[src/rtl/wb_arb_pkg.sv]
// Shared defaults and state encoding for the Wishbone round-robin arbiter.
package wb_arb_pkg;

   localparam int NM_DEF      = 4;
   localparam int AW_DEF      = 8;
   localparam int DW_DEF      = 8;
   localparam int SW_DEF      = 1;
   localparam int TIMEOUT_DEF = 16;

   typedef enum logic [1:0] {
      IDLE = 2'b00,
      BUSY = 2'b01,
      TOUT = 2'b10
   } arb_state_t;

endpackage

[src/rtl/wb_arbiter_if.sv]
// Bundle of the per-master request lanes, the shared slave port and the grant vector.
interface wb_arbiter_if
   import wb_arb_pkg::*;
#(
   parameter int NM = NM_DEF,
   parameter int AW = AW_DEF,
   parameter int DW = DW_DEF,
   parameter int SW = SW_DEF
);
   logic [NM-1:0]    M_CYC_I;
   logic [NM-1:0]    M_STB_I;
   logic [NM-1:0]    M_WE_I;
   logic [NM*AW-1:0] M_ADR_I;
   logic [NM*DW-1:0] M_DAT_I;
   logic [NM*SW-1:0] M_SEL_I;
   logic [NM-1:0]    M_ACK_O;
   logic [NM-1:0]    M_ERR_O;
   logic [DW-1:0]    M_DAT_O;

   logic             S_CYC_O;
   logic             S_STB_O;
   logic             S_WE_O;
   logic [AW-1:0]    S_ADR_O;
   logic [DW-1:0]    S_DAT_O;
   logic [SW-1:0]    S_SEL_O;
   logic [DW-1:0]    S_DAT_I;
   logic             S_ACK_I;
   logic             S_ERR_I;

   logic [NM-1:0]    GNT_O;

   // Arbiter view: takes master requests and slave responses, drives the rest.
   modport slave (
      input  M_CYC_I, M_STB_I, M_WE_I, M_ADR_I, M_DAT_I, M_SEL_I,
      input  S_DAT_I, S_ACK_I, S_ERR_I,
      output M_ACK_O, M_ERR_O, M_DAT_O,
      output S_CYC_O, S_STB_O, S_WE_O, S_ADR_O, S_DAT_O, S_SEL_O,
      output GNT_O
   );

   // Environment view: the masters and the slave attached around the arbiter.
   modport master (
      output M_CYC_I, M_STB_I, M_WE_I, M_ADR_I, M_DAT_I, M_SEL_I,
      output S_DAT_I, S_ACK_I, S_ERR_I,
      input  M_ACK_O, M_ERR_O, M_DAT_O,
      input  S_CYC_O, S_STB_O, S_WE_O, S_ADR_O, S_DAT_O, S_SEL_O,
      input  GNT_O
   );

endinterface

[src/rtl/wb_rr_pick.sv]
// Combinational round-robin picker: first requester after last_gnt, one-hot.
module wb_rr_pick
   import wb_arb_pkg::*;
#(
   parameter int NM = NM_DEF,
   localparam int IW = (NM > 1) ? $clog2(NM) : 1
) (
   input  logic [NM-1:0] req,
   input  logic [IW-1:0] last_gnt,
   output logic [NM-1:0] pick
);

   logic          found;
   logic [IW-1:0] idx;

   always_comb begin
      pick  = '0;
      found = 1'b0;
      idx   = '0;
      // Scan last_gnt+1 .. last_gnt+NM so the previous owner is checked last.
      for (int i = 1; i <= NM; i++) begin
         idx = IW'((int'(last_gnt) + i) % NM);
         if (!found && req[idx]) begin
            pick[idx] = 1'b1;
            found     = 1'b1;
         end
      end
   end

endmodule

[src/rtl/wb_arbiter.sv]
// Non-preemptive round-robin Wishbone arbiter, NM masters onto one slave.
// Define WB_ARB_TIMEOUT_EN to add the stalled-slave watchdog and TOUT state.
module wb_arbiter
   import wb_arb_pkg::*;
#(
   parameter int NM      = NM_DEF,
   parameter int AW      = AW_DEF,
   parameter int DW      = DW_DEF,
   parameter int SW      = SW_DEF,
   parameter int TIMEOUT = TIMEOUT_DEF
) (
   input  logic         CLK_I,
   input  logic         RST_I,
   wb_arbiter_if.slave  bus
);

   localparam int IW = (NM > 1) ? $clog2(NM) : 1;

   if (TIMEOUT < 1) begin : g_bad_timeout
      $error("wb_arbiter: TIMEOUT must be at least 1");
   end

   arb_state_t    state, state_nxt;
   logic [NM-1:0] gnt, pick;
   logic [IW-1:0] gnt_idx, pick_idx, last_gnt;
   logic [NM-1:0] m_ack, m_err;
   logic          wd_fire;

   wb_rr_pick #(.NM(NM)) u_pick (
      .req      (bus.M_CYC_I),
      .last_gnt (last_gnt),
      .pick     (pick)
   );

   always_comb begin
      pick_idx = '0;
      for (int i = 0; i < NM; i++)
         if (pick[i]) pick_idx = IW'(i);
   end

`ifdef WB_ARB_TIMEOUT_EN
   localparam int CW = $clog2(TIMEOUT + 1);
   logic [CW-1:0] wd_cnt;
   logic          stall;

   assign stall   = (state == BUSY) && bus.M_STB_I[gnt_idx] && !bus.S_ACK_I && !bus.S_ERR_I;
   assign wd_fire = stall && (wd_cnt == CW'(TIMEOUT - 1));

   // Leaving BUSY (or a fresh grant) restarts the count from zero.
   always_ff @(posedge CLK_I or posedge RST_I) begin
      if (RST_I)                                           wd_cnt <= '0;
      else if (state != BUSY || bus.S_ACK_I || bus.S_ERR_I) wd_cnt <= '0;
      else if (stall)                                      wd_cnt <= wd_cnt + 1'b1;
   end
`else
   assign wd_fire = 1'b0;
`endif

   always_comb begin
      state_nxt = state;
      case (state)
         IDLE:    if (|bus.M_CYC_I) state_nxt = BUSY;
         BUSY:    if (!bus.M_CYC_I[gnt_idx]) state_nxt = IDLE;
                  else if (wd_fire)         state_nxt = TOUT;
         TOUT:    if (!bus.M_CYC_I[gnt_idx]) state_nxt = IDLE;
         default: state_nxt = IDLE;
      endcase
   end

   always_ff @(posedge CLK_I or posedge RST_I) begin
      if (RST_I) begin
         state    <= IDLE;
         gnt      <= '0;
         gnt_idx  <= '0;
         last_gnt <= IW'(NM - 1);
      end else begin
         state <= state_nxt;
         if (state == IDLE && state_nxt == BUSY) begin
            gnt     <= pick;
            gnt_idx <= pick_idx;
         end else if (state != IDLE && state_nxt == IDLE) begin
            gnt      <= '0;
            last_gnt <= gnt_idx;
         end
      end
   end

   // Slave side is only connected while BUSY; a watchdog hit cuts it off that same cycle.
   always_comb begin
      bus.S_CYC_O = 1'b0;
      bus.S_STB_O = 1'b0;
      bus.S_WE_O  = 1'b0;
      bus.S_ADR_O = '0;
      bus.S_DAT_O = '0;
      bus.S_SEL_O = '0;
      m_ack       = '0;
      m_err       = '0;
      if (state == BUSY) begin
         if (wd_fire) begin
            m_err[gnt_idx] = 1'b1;
         end else begin
            bus.S_CYC_O    = bus.M_CYC_I[gnt_idx];
            bus.S_STB_O    = bus.M_STB_I[gnt_idx];
            bus.S_WE_O     = bus.M_WE_I[gnt_idx];
            bus.S_ADR_O    = bus.M_ADR_I[gnt_idx*AW +: AW];
            bus.S_DAT_O    = bus.M_DAT_I[gnt_idx*DW +: DW];
            bus.S_SEL_O    = bus.M_SEL_I[gnt_idx*SW +: SW];
            m_ack[gnt_idx] = bus.S_ACK_I & ~bus.S_ERR_I;
            m_err[gnt_idx] = bus.S_ERR_I;
         end
      end
   end

   assign bus.M_ACK_O = m_ack;
   assign bus.M_ERR_O = m_err;
   assign bus.M_DAT_O = bus.S_DAT_I;
   assign bus.GNT_O   = gnt;

endmodule

[src/flat_wrapper.sv]
// flat-port wrapper written by rule: the top's interface ports become plain ports
module wb_arbiter_flat import wb_arb_pkg::*;
#(
   parameter int NM      = NM_DEF,
   parameter int AW      = AW_DEF,
   parameter int DW      = DW_DEF,
   parameter int SW      = SW_DEF,
   parameter int TIMEOUT = TIMEOUT_DEF
)
  (CLK_I, RST_I, bus_M_CYC_I, bus_M_STB_I, bus_M_WE_I, bus_M_ADR_I, bus_M_DAT_I, bus_M_SEL_I, bus_S_DAT_I, bus_S_ACK_I, bus_S_ERR_I, bus_M_ACK_O, bus_M_ERR_O, bus_M_DAT_O, bus_S_CYC_O, bus_S_STB_O, bus_S_WE_O, bus_S_ADR_O, bus_S_DAT_O, bus_S_SEL_O, bus_GNT_O);
  wb_arbiter_if #(.NM(NM), .AW(AW), .DW(DW), .SW(SW)) bus_i ();
  input  logic CLK_I;
  input  logic RST_I;
  input wire logic [$bits(bus_i.M_CYC_I)-1:0] bus_M_CYC_I;
  input wire logic [$bits(bus_i.M_STB_I)-1:0] bus_M_STB_I;
  input wire logic [$bits(bus_i.M_WE_I)-1:0] bus_M_WE_I;
  input wire logic [$bits(bus_i.M_ADR_I)-1:0] bus_M_ADR_I;
  input wire logic [$bits(bus_i.M_DAT_I)-1:0] bus_M_DAT_I;
  input wire logic [$bits(bus_i.M_SEL_I)-1:0] bus_M_SEL_I;
  input wire logic [$bits(bus_i.S_DAT_I)-1:0] bus_S_DAT_I;
  input wire logic [$bits(bus_i.S_ACK_I)-1:0] bus_S_ACK_I;
  input wire logic [$bits(bus_i.S_ERR_I)-1:0] bus_S_ERR_I;
  output wire logic [$bits(bus_i.M_ACK_O)-1:0] bus_M_ACK_O;
  output wire logic [$bits(bus_i.M_ERR_O)-1:0] bus_M_ERR_O;
  output wire logic [$bits(bus_i.M_DAT_O)-1:0] bus_M_DAT_O;
  output wire logic [$bits(bus_i.S_CYC_O)-1:0] bus_S_CYC_O;
  output wire logic [$bits(bus_i.S_STB_O)-1:0] bus_S_STB_O;
  output wire logic [$bits(bus_i.S_WE_O)-1:0] bus_S_WE_O;
  output wire logic [$bits(bus_i.S_ADR_O)-1:0] bus_S_ADR_O;
  output wire logic [$bits(bus_i.S_DAT_O)-1:0] bus_S_DAT_O;
  output wire logic [$bits(bus_i.S_SEL_O)-1:0] bus_S_SEL_O;
  output wire logic [$bits(bus_i.GNT_O)-1:0] bus_GNT_O;
  assign bus_i.M_CYC_I = bus_M_CYC_I;
  assign bus_i.M_STB_I = bus_M_STB_I;
  assign bus_i.M_WE_I = bus_M_WE_I;
  assign bus_i.M_ADR_I = bus_M_ADR_I;
  assign bus_i.M_DAT_I = bus_M_DAT_I;
  assign bus_i.M_SEL_I = bus_M_SEL_I;
  assign bus_i.S_DAT_I = bus_S_DAT_I;
  assign bus_i.S_ACK_I = bus_S_ACK_I;
  assign bus_i.S_ERR_I = bus_S_ERR_I;
  assign bus_M_ACK_O = bus_i.M_ACK_O;
  assign bus_M_ERR_O = bus_i.M_ERR_O;
  assign bus_M_DAT_O = bus_i.M_DAT_O;
  assign bus_S_CYC_O = bus_i.S_CYC_O;
  assign bus_S_STB_O = bus_i.S_STB_O;
  assign bus_S_WE_O = bus_i.S_WE_O;
  assign bus_S_ADR_O = bus_i.S_ADR_O;
  assign bus_S_DAT_O = bus_i.S_DAT_O;
  assign bus_S_SEL_O = bus_i.S_SEL_O;
  assign bus_GNT_O = bus_i.GNT_O;
  wb_arbiter #(.NM(NM), .AW(AW), .DW(DW), .SW(SW), .TIMEOUT(TIMEOUT)) u_core (.CLK_I(CLK_I), .RST_I(RST_I), .bus(bus_i));
endmodule
[config.mk]
export PLATFORM = sky130hd
export DESIGN_NAME = wb_arbiter_flat
export DESIGN_NICKNAME = d
export VERILOG_FILES = /design/src/rtl/wb_arb_pkg.sv /design/src/rtl/wb_arbiter_if.sv /design/src/rtl/wb_rr_pick.sv /design/src/rtl/wb_arbiter.sv /design/src/flat_wrapper.sv
export SDC_FILE = /design/constraint.sdc
export NUM_CORES = 1
export LEC_CHECK = 0
export CAP_MARGIN = 20
export CORE_UTILIZATION = 33
export DETAILED_ROUTE_END_ITERATION = 12
export PLACE_DENSITY = 0.93
export SLEW_MARGIN = 40
export SYNTH_ARGS = -nofsm -noshare
export SYNTH_HDL_FRONTEND = slang
export SYNTH_SLANG_ARGS = --single-unit
export TNS_END_PERCENT = 5
[constraint.sdc]
create_clock -name CLK_I -period 2.6 [get_ports CLK_I]
set_input_delay 0.39 -clock CLK_I [delete_from_list [all_inputs] [get_ports CLK_I]]
set_output_delay 0.39 -clock CLK_I [all_outputs]
set_load 0.02 [all_outputs]
Word-level counts from Yosys, hierarchy flattened
Cells that the tools add are included.
- register bits after elaboration: 10
- input bits: 92
- output and inout port bits: 40
- word-level logic and storage cells: 99
- $add $sub $neg: 4
- $lt $le $gt $ge: 10
- eq/ne operators: 3
- shift operators: 3
- mux-type cells: 47
- bitwise operators: 8
- reduce and logical (&&, ||, !) cells: 20
- operators with widths (operator ; number):
    32-bit by 6-bit variable part select with 8-bit output ; 2
    4-bit 2-to-1 mux ; 8
    1-bit 2-to-1 mux ; 20
    8-bit 2-to-1 mux ; 2
    2-bit by 3-bit less-than comparator with 1-bit output (second input constant) ; 5
    1-bit binary-select mux with 2-bit select ; 7
    4-bit bitwise OR ; 3
    1-bit demux with 2-bit select ; 5
    2-bit by 1-bit >= comparator with 1-bit output (second input constant) ; 5
    1-bit logical AND ; 10
    4-bit AND ; 2
    2-bit 2-to-1 mux ; 4
    2-bit by 1-bit adder with 2-bit output (second input constant) ; 2
    2-bit adder (second input constant) ; 2
    2-bit by 1-bit equality test with 1-bit output (second input constant) ; 2
    2-bit logical NOT ; 2
    2-bit one-hot mux with 2 select lines ; 1
    2-bit nonzero test ; 2
    4-bit OR reduction ; 1
    4-bit by 3-bit variable part select with 1-bit output ; 1
    1-bit logical NOT ; 3
    2-bit equality test (second input constant) ; 1
    1-bit inverter ; 2
    2-bit AND reduction ; 1
    other kinds (2) ; 2

Longest topological paths before layout
- depth in word-level cells: 16
- depth in mapped cells: 8
- gate-level depth less buffers: 7

Hierarchy
A second synthesis with hierarchy kept.
- cells, all modules: 157
- area total of the unflattened synthesis: 1637.8 µm²
- by module, submodules not included (module ; times used ; cells each ; area each (µm²) ; sequential area each (µm²)):
    wb_arbiter ; 1 ; 119 ; 1280.0 ; 252.7
    wb_rr_pick ; 1 ; 38 ; 357.8 ; 0.0

Least setup slack after synthesis
No wires, ideal clock.
- path kind: register to register
- start point: reg u_core.last_gnt[0]
- end point: reg u_core.gnt_idx[1]
- setup time: 0.131 ns
- arrival: 2.102 ns
- required time: 2.469 ns
- slack: 0.368 ns
- stages on the path, launching flop included: 8
- buffers on the path: 1
- clock period less this slack: 2.232 ns
- path through: dfstp_2 buf_6 inv_2 ha_1 mux4_1 a22o_1 a2111oi_4 a21oi_1
- word-level cells in the longest chain between the ends: 15
- elaborated cells between the ends (all ways): 50
- those cells by class: add/sub: 4; order compare: 8; mux: 25; bitwise: 3; reduce/logical: 10
- RTL lines (item ; line ; RTL):
    from (decl) ; wb_arbiter.sv:25 ; logic [IW-1:0] gnt_idx, pick_idx, last_gnt;
    from (signal assigned) ; wb_arbiter.sv:75 ; last_gnt <= IW'(NM - 1);
    from (signal assigned) ; wb_arbiter.sv:83 ; last_gnt <= gnt_idx;
    parallel branches: the longest is 12 deep, another holds 2-bit by 3-bit less-than comparator with 1-bit output ; - ;
    4-bit 2-to-1 mux (*) ; wb_rr_pick.sv:23 ; if (!found && req[idx]) begin
    2-bit 2-to-1 mux ; wb_arbiter.sv:38 ; if (pick[i]) pick_idx = IW'(i);
    2-bit 2-to-1 mux (*) ; wb_arbiter.sv:38 ;
    to (signal assigned) ; wb_arbiter.sv:80 ; gnt_idx <= pick_idx;
    to (decl) ; wb_arbiter.sv:25 ;
Every way passes the cells marked *. The select of a mux whose other input is x is not followed.
A chain may end at the register's enable or synchronous reset.

Worst setup path in the final report
- start point: in bus_M_CYC_I[2]
- end point: out bus_S_CYC_O
- word-level cells in the longest chain between the ends: 3
- RTL lines (item ; line ; RTL):
    from (decl) ; flat_wrapper.sv:14 ; input wire logic [$bits(bus_i.M_CYC_I)-1:0] bus_M_CYC_I;
    1-bit binary-select mux with 2-bit select ; wb_arbiter.sv:102 ; bus.S_CYC_O = bus.M_CYC_I[gnt_idx];
    1-bit 2-to-1 mux (implied by the code) ; wb_arbiter.sv:102 ;
    1-bit 2-to-1 mux ; wb_arbiter.sv:98 ; if (state == BUSY) begin
    to (decl) ; flat_wrapper.sv:26 ; output wire logic [$bits(bus_i.S_CYC_O)-1:0] bus_S_CYC_O;
Every way passes these cells. The select of a mux whose other input is x is not followed.

==> reports/qor.txt <==
outcome: complete, no violations
# nets final: 378
vias in the first global route: 1813
syn_nets: 262
Synthesis Warnings: 0
Fin. Hold Viols: 0
CP most frequent cell: clkdlybuf4s50_1
I/O Buffers: 115
ANT cells: 0
area share of the largest cell type after synthesis: 0.3048
first-pass GRT wire length: 8852 um
# rows: 25
Post-synth top cells: 22 x mux4_2, 21 x and2_1, 12 x nor2_1
Synth area leader: mux4_2
Worst R2R End: u_core.gnt_idx[1]$_DFFE_PP0P_
routed len/inst: 17.54 um
Worst-Margin Slew: 0.4621 ns
Mapped Cells: 159
final period utilization: 0.9850
Slew Viols, Final: 0
antenna-violating nets left: 0
cts bufs inserted: 3
r2r setup slk: 0.16 ns
Period minus WS final: 2.561 ns
Avg Inst Size Synth: 10.22 sq um
Synth area leaders: mux4_2 30%, dfrtp_1 12%, ha_1 8.5%
Worst IR Drop VDD: 0.0003495 V
GP Congestion: 0.8459
DRC: 0
dpl ws: 0.05294 ns
Setup Buffers After CTS: 0
worst setup path class: input pin to output port
Reg clk slew, reported paths: 0.05 ns
PnR worst setup slack: 0.03888 ns
Max clock buf depth: 2
Starting Density: 0.3441
pwr dens: 997.4 nW/um^2
Worst EP required: 2.21 ns
Worst setup SP type: input pin
Critical path origin: bus_M_CYC_I[2]
chip width: 72.18 um
clock skew: 0.002529 ns
slowest CP cell: clkdlybuf4s50_1
synthesized area: 1625 sq um
TritonCTS clock tree: done
fmax: 390.5 MHz
Synth async-reset ratio: 1.000
Die Y: 72.18 um
share of cells above drive strength 1: 0.1642
Worst EP arrival: 2.17 ns
gr usage total: 0.2220
DR vias/cell: 5.308
# Max-Cap Violations: 0
via count: 1810
Synth Flop Type: dfrtp_1
DRT Pass-1 Iters: 4
Netlist cell types: 40
number of synthesized flops with an enable pin: 0
crit path max fanout: 9
Ports: 132
Register-to-Register Path Depth: 6
most frequent cell after synthesis: mux4_2
initial antenna violation count: 0
Leakage: 1.105 nW
Crit path largest cell delay: 0.53 ns
Hold WC Path Type: input pin to async pin
final cell area excluding filler cells: 2923 sq um
Max-slew headroom: 0.6887
H-tree depth: 1
Clk Latency, worst-skew pair: 0.24 ns
Layout fillers: 384
die area: 5210 sq um
Area Overhead vs Synth: 79.83%
Yosys reg bits: 10
clock sinks: 10
number of DRC markers in iteration 0: 105
reg2reg start: u_core.last_gnt[0]$_DFFE_PP1P_
crit path to: bus_S_CYC_O
DRT Wirelength: 5981 um
sequential element share of the synthesized area: 0.1555
CP Cell Sequence: clkdlybuf4s50_1 -> mux4_2 -> and2_1 -> clkdlybuf4s50_1
dpl cell area: 2865 sq um
critical path endpoint category: output port
largest net degree at the start of global routing: 27
Final setup viols: 0
Sum Neg Setup Slack: 0 ns
Core Area: 4723 sq um
RSZ-0062 raised after global routing: false
DPL Wire Length: 4922 um
total gr overflow: 0
CTS root buf: clkbuf_8
cells in the final DEF (no fill, tap or decap), types with 2 or more instances in the layout:
cell,Yosys,layout
a22o_1,2,2
nand2_1,7,7
nand2b_1,6,6
nor2_1,12,12
o2bb2ai_1,4,4
nor2b_1,4,4
buf_4,8,12
inv_1,7,7
clkdlybuf4s50_1,0,115
dfstp_2,2,2
dfrtp_1,8,8
a21oi_1,6,6
ha_1,11,10
mux4_2,22,22
nor4bb_1,2,2
nand3b_1,4,4
nor3_1,3,3
o21ai_0,3,3
and2_1,21,21
clkbuf_8,0,4
layer usage:
layer | routed length [um] | vias up | track usage
li1 | - | 830 | -
met2 | 2942 | 91 | 0.3811
met1 | 2343 | 871 | 0.2542
met4 | 183 | 0 | 0.08279
met5 | 0 | - | 0
met3 | 511 | 18 | 0.07778
through the flow:
step                      utilization  hold slack (ns)  instances  power, W
final                          0.6188           0.4385        341  0.002915
after global routing           0.6188           0.4786        341  0.003111
after CTS                      0.6183           0.4368        341  0.002912
after detailed placement       0.6066           0.4883        337  0.002701
after global placement         0.6066           0.4772        337  0.002617
after floorplan                     -           0.2287        159  0.001797
kinds of logic (layout without fill, tap and decap cells):
group / count (synthesis) / in the layout / synth area share
fa+ha+maj: 11 / 11 / 0.08468
buf+inv: 25 / 140 / 0.08314
flops: 10 / 10 / 0.1555
mux: 23 / 23 / 0.3210
compound gates: 28 / 28 / 0.1378
simple gates: 62 / 62 / 0.2179
where the power goes:
part	total [W]	switching [W]	leakage [nW]	internal, W
clock	0.000195	0.0000622	0.0288	0.000133
combinational	0.00241	0.00115	0.953	0.00126
sequential	0.000311	0.0000820	0.123	0.000229
worst min path at each step:
stage	to	slack [ns]	cells past startpoint
2_1_floorplan	u_core.bus.GNT_O[0]$_DFFE_PP0P_	0.23	1
3_3_place_gp	u_core.bus.GNT_O[2]$_DFFE_PP0P_	0.48	1
3_5_place_dp	u_core.bus.GNT_O[2]$_DFFE_PP0P_	0.49	1
4_1_cts	u_core.bus.GNT_O[1]$_DFFE_PP0P_	0.44	2
5_1_grt	u_core.bus.GNT_O[3]$_DFFE_PP0P_	0.48	2
6_report	u_core.bus.GNT_O[1]$_DFFE_PP0P_	0.44	2
registers in the layout, summed over array words and instances (netlist names):
register and flops:
u_core.bus.GNT_O 4, u_core.gnt_idx 2, u_core.last_gnt 2, u_core.state 2
repair_timing:
action,4_1_cts,5_1_grt
hold buffers,0,0
setup endpoints to repair,0,3
resized for setup,0,1
final cells by class:
class | instances | area (sq um) | share of cell area
clock buffer | 4 | 55.05 | 0.01884
timing repair buffer | 128 | 1261 | 0.4315
multi-input combinational | 124 | 1240 | 0.4242
tap | 67 | 83.83 | 0.02868
inverter | 8 | 30.03 | 0.01027
sequential | 10 | 252.7 | 0.08647
critical path, delay by kind of cell:
family | cells | cell delay, ns
buf+inv | 2 | 1.06
simple gates | 1 | 0.18
mux | 1 | 0.53
Note: power is estimated with default switching activity, not from simulation.
